==> config.mk <==
export PLATFORM = sky130hd
export DESIGN_NAME = macc_matrix_port_flat
export DESIGN_NICKNAME = d
export VERILOG_FILES = /design/src/rtl/macc_matrix_port_if.sv /design/src/rtl/macc_matrix_port.sv /design/src/flat_wrapper.sv
export SDC_FILE = /design/constraint.sdc
export NUM_CORES = 1
export LEC_CHECK = 0
export CORE_MARGIN = 3
export CORE_UTILIZATION = 50
export CTS_CLUSTER_SIZE = 10
export DETAILED_ROUTE_END_ITERATION = 6
export PLACE_DENSITY = 0.7
export SLEW_MARGIN = 20
export SYNTH_ARGS = -nofsm -noshare
export SYNTH_HDL_FRONTEND = slang
export SYNTH_SLANG_ARGS = --single-unit
==> constraint.sdc <==
create_clock -name clk -period 4.41 [get_ports clk]
set_input_delay 1.1025 -clock clk [delete_from_list [all_inputs] [get_ports clk]]
set_output_delay 1.1025 -clock clk [all_outputs]
set_load 0.01 [all_outputs]
==> src/rtl/macc_matrix_port_if.sv <==
// macc_matrix_port_if
// Host-side word stream for one matrix port of the matrix accelerator.
//   master : host driving clr/wen/ren/data_in and observing port status
//   slave  : the storage port itself
// Signals:
//   clr        flush request (empties port, clears error flags)
//   wen/ren    write/read enables
//   data_in    element to write
//   data_out   head element (0 when empty)
//   count      stored element count
//   full/empty fill status
//   wr_row/col row-major position of the next write slot
//   load_done  one-cycle pulse when the matrix becomes fully loaded
//   ovf_err    sticky write-while-full flag
//   unf_err    sticky read-while-empty flag
interface macc_matrix_port_if #(
    parameter int DIM   = 4,
    parameter int WIDTH = 32
);
    localparam int DEPTH = DIM * DIM;
    localparam int CW    = $clog2(DEPTH + 1);
    localparam int RW    = $clog2(DIM);

    logic             clr;
    logic             wen;
    logic             ren;
    logic [WIDTH-1:0] data_in;
    logic [WIDTH-1:0] data_out;
    logic [CW-1:0]    count;
    logic             full;
    logic             empty;
    logic [RW-1:0]    wr_row;
    logic [RW-1:0]    wr_col;
    logic             load_done;
    logic             ovf_err;
    logic             unf_err;

    modport master (
        output clr, wen, ren, data_in,
        input  data_out, count, full, empty, wr_row, wr_col,
               load_done, ovf_err, unf_err
    );

    modport slave (
        input  clr, wen, ren, data_in,
        output data_out, count, full, empty, wr_row, wr_col,
               load_done, ovf_err, unf_err
    );
endinterface

==> src/rtl/macc_matrix_port.sv <==
// macc_matrix_port
// Holds one DIM x DIM matrix (row-major) as a circular buffer and presents
// the head element first-word-fall-through style.
// Ports:
//   clk  system clock, rising edge
//   rst  synchronous active-high reset
//   bus  macc_matrix_port_if slave modport (see interface file for signals)
module macc_matrix_port #(
    parameter int DIM   = 4,
    parameter int WIDTH = 32
) (
    input logic                 clk,
    input logic                 rst,
    macc_matrix_port_if.slave   bus
);
    localparam int DEPTH = DIM * DIM;
    localparam int PW    = (DEPTH > 1) ? $clog2(DEPTH) : 1;
    localparam int CW    = $clog2(DEPTH + 1);
    localparam int RW    = $clog2(DIM);

    logic [WIDTH-1:0] mem [DEPTH];
    logic [PW-1:0]    wr_ptr;
    logic [PW-1:0]    rd_ptr;
    logic [CW-1:0]    count;
    logic [RW-1:0]    wr_row;
    logic [RW-1:0]    wr_col;
    logic             load_done;
    logic             ovf_err;
    logic             unf_err;

    logic full;
    logic empty;
    logic flush;
    logic wr_ok;
    logic rd_ok;

    assign full  = (count == CW'(DEPTH));
    assign empty = (count == '0);
    assign flush = rst || bus.clr;
    // Acceptance is judged on pre-edge fill state, so a write while full is
    // dropped even when a read frees a slot in the same cycle.
    assign wr_ok = bus.wen && !full;
    assign rd_ok = bus.ren && !empty;

    // Array is deliberately left out of reset/flush; only the pointers move.
    always_ff @(posedge clk) begin
        if (!flush && wr_ok) begin
            mem[wr_ptr] <= bus.data_in;
        end
    end

    always_ff @(posedge clk) begin
        if (flush) begin
            wr_ptr    <= '0;
            rd_ptr    <= '0;
            count     <= '0;
            wr_row    <= '0;
            wr_col    <= '0;
            load_done <= 1'b0;
            ovf_err   <= 1'b0;
            unf_err   <= 1'b0;
        end else begin
            if (wr_ok) begin
                wr_ptr <= (wr_ptr == PW'(DEPTH - 1)) ? '0 : wr_ptr + 1'b1;
                if (wr_col == RW'(DIM - 1)) begin
                    wr_col <= '0;
                    wr_row <= (wr_row == RW'(DIM - 1)) ? '0 : wr_row + 1'b1;
                end else begin
                    wr_col <= wr_col + 1'b1;
                end
            end
            if (rd_ok) begin
                rd_ptr <= (rd_ptr == PW'(DEPTH - 1)) ? '0 : rd_ptr + 1'b1;
            end
            case ({wr_ok, rd_ok})
                2'b10:   count <= count + 1'b1;
                2'b01:   count <= count - 1'b1;
                default: count <= count;
            endcase
            // Only a lone write can take the count from DEPTH-1 to DEPTH.
            load_done <= wr_ok && !rd_ok && (count == CW'(DEPTH - 1));
            if (bus.wen && full) begin
                ovf_err <= 1'b1;
            end
            if (bus.ren && empty) begin
                unf_err <= 1'b1;
            end
        end
    end

    assign bus.data_out  = empty ? '0 : mem[rd_ptr];
    assign bus.count     = count;
    assign bus.full      = full;
    assign bus.empty     = empty;
    assign bus.wr_row    = wr_row;
    assign bus.wr_col    = wr_col;
    assign bus.load_done = load_done;
    assign bus.ovf_err   = ovf_err;
    assign bus.unf_err   = unf_err;
endmodule

==> src/flat_wrapper.sv <==
// flat-port wrapper written by rule: the top's interface ports become plain ports
module macc_matrix_port_flat 
#(
    parameter int DIM   = 4,
    parameter int WIDTH = 32
)
  (clk, rst, bus_clr, bus_wen, bus_ren, bus_data_in, bus_data_out, bus_count, bus_full, bus_empty, bus_wr_row, bus_wr_col, bus_load_done, bus_ovf_err, bus_unf_err);
  macc_matrix_port_if #(.DIM(DIM), .WIDTH(WIDTH)) bus_i ();
  input logic clk;
  input logic rst;
  input wire logic [$bits(bus_i.clr)-1:0] bus_clr;
  input wire logic [$bits(bus_i.wen)-1:0] bus_wen;
  input wire logic [$bits(bus_i.ren)-1:0] bus_ren;
  input wire logic [$bits(bus_i.data_in)-1:0] bus_data_in;
  output wire logic [$bits(bus_i.data_out)-1:0] bus_data_out;
  output wire logic [$bits(bus_i.count)-1:0] bus_count;
  output wire logic [$bits(bus_i.full)-1:0] bus_full;
  output wire logic [$bits(bus_i.empty)-1:0] bus_empty;
  output wire logic [$bits(bus_i.wr_row)-1:0] bus_wr_row;
  output wire logic [$bits(bus_i.wr_col)-1:0] bus_wr_col;
  output wire logic [$bits(bus_i.load_done)-1:0] bus_load_done;
  output wire logic [$bits(bus_i.ovf_err)-1:0] bus_ovf_err;
  output wire logic [$bits(bus_i.unf_err)-1:0] bus_unf_err;
  assign bus_i.clr = bus_clr;
  assign bus_i.wen = bus_wen;
  assign bus_i.ren = bus_ren;
  assign bus_i.data_in = bus_data_in;
  assign bus_data_out = bus_i.data_out;
  assign bus_count = bus_i.count;
  assign bus_full = bus_i.full;
  assign bus_empty = bus_i.empty;
  assign bus_wr_row = bus_i.wr_row;
  assign bus_wr_col = bus_i.wr_col;
  assign bus_load_done = bus_i.load_done;
  assign bus_ovf_err = bus_i.ovf_err;
  assign bus_unf_err = bus_i.unf_err;
  macc_matrix_port #(.DIM(DIM), .WIDTH(WIDTH)) u_core (.clk(clk), .rst(rst), .bus(bus_i));
endmodule
==> impl_summary.txt, run 1 <==
----------------------------------------------------
[Synthesis]
  Number of storage elements in the synthesis netlist ... 536
  Area of the mapped netlist ... 20700 µm²
  Async set-reset flop share out of synthesis ... 0
  Most instantiated flip-flop cell in the synthesis netlist ... sky130_fd_sc_hd__edfxtp_1
  Synth area leaders ... sky130_fd_sc_hd__edfxtp_1, sky130_fd_sc_hd__mux4_2, sky130_fd_sc_hd__dfxtp_1, sky130_fd_sc_hd__mux2_2, sky130_fd_sc_hd__a221o_1
  Count leader, synth ... sky130_fd_sc_hd__edfxtp_1
  Proportion of synthesized area in mux cells ... 0.160
  Ranking of synthesized cells by instance count ... sky130_fd_sc_hd__edfxtp_1, sky130_fd_sc_hd__mux4_2, sky130_fd_sc_hd__a221o_1, sky130_fd_sc_hd__mux2_2, sky130_fd_sc_hd__nor2b_1
  Share of the synthesized netlist area taken by xor and xnor gates ... 0.00169
  Syn_area_per_cell ... 22.1 µm²
  Synth top area share ... 0.741
  Cell taking the most area after synthesis ... sky130_fd_sc_hd__edfxtp_1
  Synthesized netlist net count ... 989
  Arithmetic-cell share of the synthesized area counting full adders, half adders and majority gates ... 0.00724
  Post-synthesis sequential area ratio ... 0.764
  Number of enable flip-flop cells after synthesis ... 512
  Count of different cell masters after synthesis ... 47
  Warning count from the yosys run ... 0
  Count of mapped cells out of synthesis ... 940
  Simple-gate portion of the synthesized area ... 0.0273
  Area fraction in compound gates after synthesis ... 0.0259
  Largest family of logic cells by synthesized area ... multiplexers

[Detailed routing]
  Post-DR vias/cell ... 6.23
  Length of the first detailed-routing pass in iterations ... 5
  Vias after detailed routing ... 10000
  Length of routed met2 wiring ... 21.2 mm
  Final wirelength ... 43.7 mm
  Top layer reached by signal wires ... met5
  Avg WL per Cell ... 27.1 µm
  Post-route antenna net violation count ... 0
  Sum of routed wire segments on met1 ... 18.6 mm
  DRC violation count after routing ... 0
  Initial drt markers ... 1038
  Met3 wire len ... 2.80 mm

[Clock network]
  Maximum level of the CTS H-tree ... 2
  TritonCTS sink count ... 536
  CTS root buffer ... sky130_fd_sc_hd__clkbuf_16
  TritonCTS clock tree ... yes
  TritonCTS Buffers ... 60
  Clk slew on worst S/H paths ... 0.05 ns
  Clock latency of the later-clocked register in the worst-skew pair ... 0.62 ns
  Cts hold-fix bufs ... 0
  CTS max path bufs ... 3

[Setup path]
  Type of origin of the critical path ... flop
  Worst Path Max Fanout ... 32
  Largest incremental delay on the critical path ... 0.64 ns
  Required time at the worst-slack endpoint ... 3.31 ns
  Depth of the worst register-to-register path ... 10
  CP cell instances ... or4_4, nor2_8, nor3b_2, buf_4, a221o_1, clkdlybuf4s50_1
  Critical path class ... reg -> out
  Data arrival time of the worst path ... 3.19 ns
  Cell with the largest stage delay on the worst path ... sky130_fd_sc_hd__or4_4
  Crit end category ... output pin

[STA]
  Slew Viols, Final ... 0
  Smallest hold slack ... 0.466 ns
  Time the worst path needs with I/O delays and setup ... 4.30 ns
  Total of endpoints with negative setup slack in the final report ... 0
  Rel. slew slack ... 0.578
  Peak clock frequency supported by timing ... 233 MHz
  Final setup skew ... 0.0136 ns
  Worst Max-Slew Pin Slew ... 0.630 ns
  Number of failing hold endpoints at the final stage ... 0
  Setup repair after global routing missed its margin ... false
  Final critical-path share of the clock period ... 0.974
  Total negative slack ... 0 ns

[Floorplanning]
  Chip width ... 210 µm
  Die Y-Extent ... 210 µm
  Area of the core region ... 40400 µm²
  Top Ports ... 83
  DIE AREA ... 44000 µm²
  Starting density of the core ... 0.514
  Site row count ... 73

[Layout]
  Area taken by flip-flops and latches ... 15900 µm²
  Post-layout net count ... 1117
  Syn-to-layout area delta ... 16.8%
  Multi-input gate area ... 4740 µm²
  Share of layout cells above drive strength 1 ... 0.268
  FILL cells ... 2795
  Antenna diode count ... 0
  Post-route cell area ... 24200 µm²

[Power and ir drop]
  IR drop worst, VDD ... 0.000302 V
  Ratio of total power to cell area ... 426 nW/µm²
  Static leakage ... 7.43 nW
  Tot Pwr ... 10.3 mW

[Placement]
  Dpl cell area ... 22600 µm²
  I/O Buffers ... 82
  DPL Wire Length ... 22.9 mm
  RePlAce Congestion ... 0.748

[Global routing]
  Global-route wire length before repair ... 66.3 mm
  Maximum number of pins on one net before global-route repair ... 37
  Tot GR Track Use ... 0.203
  Total overflow reported by the global router ... 0
  Antenna violations before repair ... 1
  Vias in the first global route ... 10400

[Min path]
  Worst hold-check path type ... reg -> reg
  Worst hold stages ... 2

[Run status]
  Outcome ... complete, no violations

[Flow run]
  Maxcap violations ... 0

----------------------------------------------------
## sequential cells by signal, indices dropped and copies added, names as in the netlist, named ones only
signal,count
u_core.bus.count,5
u_core.bus.unf_err,1
u_core.bus.load_done,1
u_core.mem,512
u_core.bus.wr_row,2
u_core.rd_ptr,4
u_core.bus.ovf_err,1
u_core.wr_ptr,4
u_core.bus.wr_col,2
## logic make-up (layout without fill, tap and decap cells)
family | Yosys count | in the layout
buf+inv | 59 | 203
fa+ha+maj | 12 | 12
compound gates | 61 | 61
xor+xnor | 4 | 4
simple gates | 101 | 101
flops | 536 | 536
mux | 167 | 167
## path summary, 6_finish.rpt
| path | startpoint | end | slack [ns] |
|---|---|---|---|
| worst max-delay path | u_core.bus.count[1] | bus_data_out[0] | 0.11 |
| worst min-delay path | u_core.bus.ovf_err | u_core.bus.ovf_err | 0.47 |
| worst max register to register | u_core.bus.count[1] | u_core.bus.count[4] | 1.25 |
| worst min register to register | u_core.bus.ovf_err | u_core.bus.ovf_err | 0.47 |
## cell usage in the layout, fill, tap and decap left out, types with 13 or more instances in the layout
cell,netlist,layout
sky130_fd_sc_hd__nor2_4,0,13
sky130_fd_sc_hd__nor2_1,29,16
sky130_fd_sc_hd__a221o_1,32,32
sky130_fd_sc_hd__mux2_2,32,32
sky130_fd_sc_hd__nor2b_1,32,32
sky130_fd_sc_hd__clkbuf_16,0,60
sky130_fd_sc_hd__buf_12,0,18
sky130_fd_sc_hd__buf_4,0,17
sky130_fd_sc_hd__dfxtp_1,24,21
sky130_fd_sc_hd__mux4_2,128,128
sky130_fd_sc_hd__clkdlybuf4s50_1,0,81
sky130_fd_sc_hd__edfxtp_1,512,512
## layout make-up
class	count	area share
sequential	536	0.654
inverter	6	0.000929
clock buffer	72	0.0638
clock inverter	6	0.00243
tap	525	0.0271
multi-input combinational	345	0.196
timing repair buffer	119	0.0557
## repair_timing
action                                  4_1_cts  5_1_grt
gates resized for setup                       0        3
buffers inserted                              0        0
endpoints found under the setup margin        0        5
## report_power, final
part | switching, mW | internal, mW
Clock | 1.82 | 2.43
Sequential | 0.0165 | 5.59
Combinational | 0.245 | 0.218
Total | 2.09 | 8.24
## routing by layer
layer | global-route usage | vias to the layer above
li1 | - | 4203
met1 | 0.296 | 5403
met2 | 0.316 | 341
met3 | 0.0383 | 78
met4 | 0.0617 | 2
met5 | 0 | -
## metrics by stage
step                      cells   util  setup WS, ns
after floorplan             940      -         0.248
after detailed placement   1531  0.560         0.683
after CTS                  1609  0.600        0.0191
final                      1609  0.601         0.114
after global placement     1531  0.560         0.688
after global routing       1609  0.601       0.00870
## critical path: cells and delay by family (launching register included)
family,cells,cell delay (ns)
buffers and inverters,2,0.86
AO/OA/AOI/OAI,1,0.46
flip-flops,1,0.39
AND/OR/NAND/NOR,3,0.86
Note: power is estimated with default switching activity, not from simulation.
==> run 2: changes to the inputs <==
Settings changed: DONT_BUFFER_PORTS set to 1, PLACE_DENSITY 0.7 to 0.68.
==> run 2 against run 1 <==
Sequential share of layout area increased by 2.8 points. Sequential cell count unchanged. Count of clock-buffer cells in the layout decreased by 1. Worst setup slack improved by 0.11 ns. Design area decreased by 4.1%. Clock power decreased by 0.9%. Core utilization decreased by 2.4 points. Cell count decreased by 5.8%. Sequential power about the same. Hold slack improved by 0.050 ns. Fmax increased by 2.7%.
==> impl_summary.txt, run 2 (synthesized netlist as in run 1, its figures left out) <==
----------------------------------------------------
[STA]
  Rel. slew slack ... 0.433
  Setup repair after global routing missed its margin ... false
  Peak clock frequency supported by timing ... 239 MHz
  Time the worst path needs with I/O delays and setup ... 4.18 ns
  Total negative slack ... 0 ns
  Final setup skew ... 0.0165 ns
  Slew Viols, Final ... 0
  Final critical-path share of the clock period ... 0.948
  Worst Max-Slew Pin Slew ... 0.848 ns
  Number of failing hold endpoints at the final stage ... 0
  Total of endpoints with negative setup slack in the final report ... 0

[Placement]
  DPL Wire Length ... 22.6 mm
  RePlAce Congestion ... 0.699
  I/O Buffers ... 0
  Dpl cell area ... 21700 µm²

[Global routing]
  Antenna violations before repair ... 0
  Total overflow reported by the global router ... 0
  Maximum number of pins on one net before global-route repair ... 51
  Tot GR Track Use ... 0.193
  Vias in the first global route ... 9873
  Global-route wire length before repair ... 63.3 mm

[Clock network]
  Clk slew on worst S/H paths ... 0.06 ns
  CTS max path bufs ... 3
  TritonCTS clock tree ... yes
  CTS root buffer ... sky130_fd_sc_hd__clkbuf_16
  TritonCTS sink count ... 536
  Cts hold-fix bufs ... 0
  Clock latency of the later-clocked register in the worst-skew pair ... 0.61 ns
  Post-CTS setup repair buffer count ... 0
  TritonCTS Buffers ... 59
  Maximum level of the CTS H-tree ... 2
  Number of resized instances in the post-cts repair step ... 0

[Floorplanning]
  Chip width ... 210 µm
  Site row count ... 73
  Die Y-Extent ... 210 µm
  DIE AREA ... 44000 µm²
  Area of the core region ... 40400 µm²
  Top Ports ... 83
  Starting density of the core ... 0.514

[Power and ir drop]
  Static leakage ... 7.04 nW
  Ratio of total power to cell area ... 435 nW/µm²
  IR drop worst, VDD ... 0.000331 V

[Layout]
  Multi-input gate area ... 4740 µm²
  Biggest registers after layout ... u_core.mem x512, u_core.bus.count x5
  Post-layout net count ... 1028
  Area taken by flip-flops and latches ... 15900 µm²
  Share of layout cells above drive strength 1 ... 0.285
  Most frequent standard cell in the layout excluding fill and tap cells ... sky130_fd_sc_hd__edfxtp_1
  Antenna diode count ... 0
  FILL cells ... 2972
  Final Core Density ... 0.576
  Number of flip-flops under the largest register name ... 512
  Syn-to-layout area delta ... 12.1%
  Register name with the most flops ... u_core.mem
  Post-route cell area ... 23300 µm²
  Leading cell types in the layout, fill and taps excluded ... sky130_fd_sc_hd__edfxtp_1, sky130_fd_sc_hd__mux4_2, sky130_fd_sc_hd__clkbuf_16

[Detailed routing]
  Length of the first detailed-routing pass in iterations ... 5
  Post-route antenna net violation count ... 0
  Final wirelength ... 41.6 mm
  Post-DR vias/cell ... 6.18
  Vias after detailed routing ... 9374
  Avg WL per Cell ... 27.4 µm
  DRC violation count after routing ... 0
  Initial drt markers ... 661

[Min path]
  Worst hold stages ... 2
  Worst hold-check path type ... reg -> reg

[Run status]
  Outcome ... complete, no violations

[Setup path]
  Worst Path Max Fanout ... 18
  Depth of the worst register-to-register path ... 10
  Type of origin of the critical path ... flop
  Crit end category ... output pin
  Critical path class ... reg -> out
  Data arrival time of the worst path ... 3.08 ns
  Required time at the worst-slack endpoint ... 3.31 ns

[Flow run]
  Maxcap violations ... 0

----------------------------------------------------
==> run 2: cell count changes in the layout (fill, tap and decap cells not counted), sizes merged <==
cell           change
buf                -6
dlymetal6s2s       -1
clkbuf             -1
clkdlybuf4s50     -81
inv                -1
clkinv             -3
==> run 2: final cells by class <==
| class | count | share of cell area |
|---|---|---|
| Clock buffer | 71 | 0.0672 |
| Timing Repair Buffer | 31 | 0.0165 |
| Sequential cell | 536 | 0.682 |
| Clock inverter | 2 | 0.00102 |
| Multi-Input combinational cell | 345 | 0.204 |
| Inverter | 6 | 0.000968 |
| Tap cell | 525 | 0.0282 |
==> run 2: stage by stage <==
stage          setup slack, ns  total power, mW  hold WS (ns)  std cells
2_1_floorplan            0.248             5.93         0.467        940
3_3_place_gp             0.880             6.00         0.489       1443
3_5_place_dp             0.815             6.00         0.503       1443
4_1_cts                  0.174             10.2         0.516       1516
5_1_grt                 0.0784             10.4         0.548       1516
6_report                 0.228             10.1         0.516       1516
==> run 2: power breakdown <==
part	leakage, nW	internal [mW]	switching (mW)
clock	0.775	2.44	1.77
sequential	4.80	5.59	0.0207
combinational	1.47	0.119	0.161
total	7.04	8.16	1.95
==> run 2: per-layer routing <==
metal  up-vias  track usage  wire, µm
met2       259        0.316     20700
met1      5044        0.268     17400
met3        48       0.0489      2870
li1       4023            -         -
met5         -            0         0
met4         0       0.0420       593
==> run 2: worst paths after layout <==
kind	from	to	slack [ns]
worst max-delay path	u_core.bus.count[1]	bus_data_out[24]	0.23
worst min-delay path	u_core.rd_ptr[0]	flop	0.52
worst max register to register	u_core.bus.count[1]	u_core.bus.count[4]	0.98
worst min register to register	u_core.rd_ptr[0]	flop	0.52
==> run 2: critical path, stage by stage, from the launching register on <==
cell and delay [ns]:
sky130_fd_sc_hd__dfxtp_1 0.41, sky130_fd_sc_hd__or4_4 0.67, sky130_fd_sc_hd__o211ai_4 0.57, sky130_fd_sc_hd__buf_4 0.41, sky130_fd_sc_hd__nor2b_1 0.09, sky130_fd_sc_hd__a221o_1 0.32
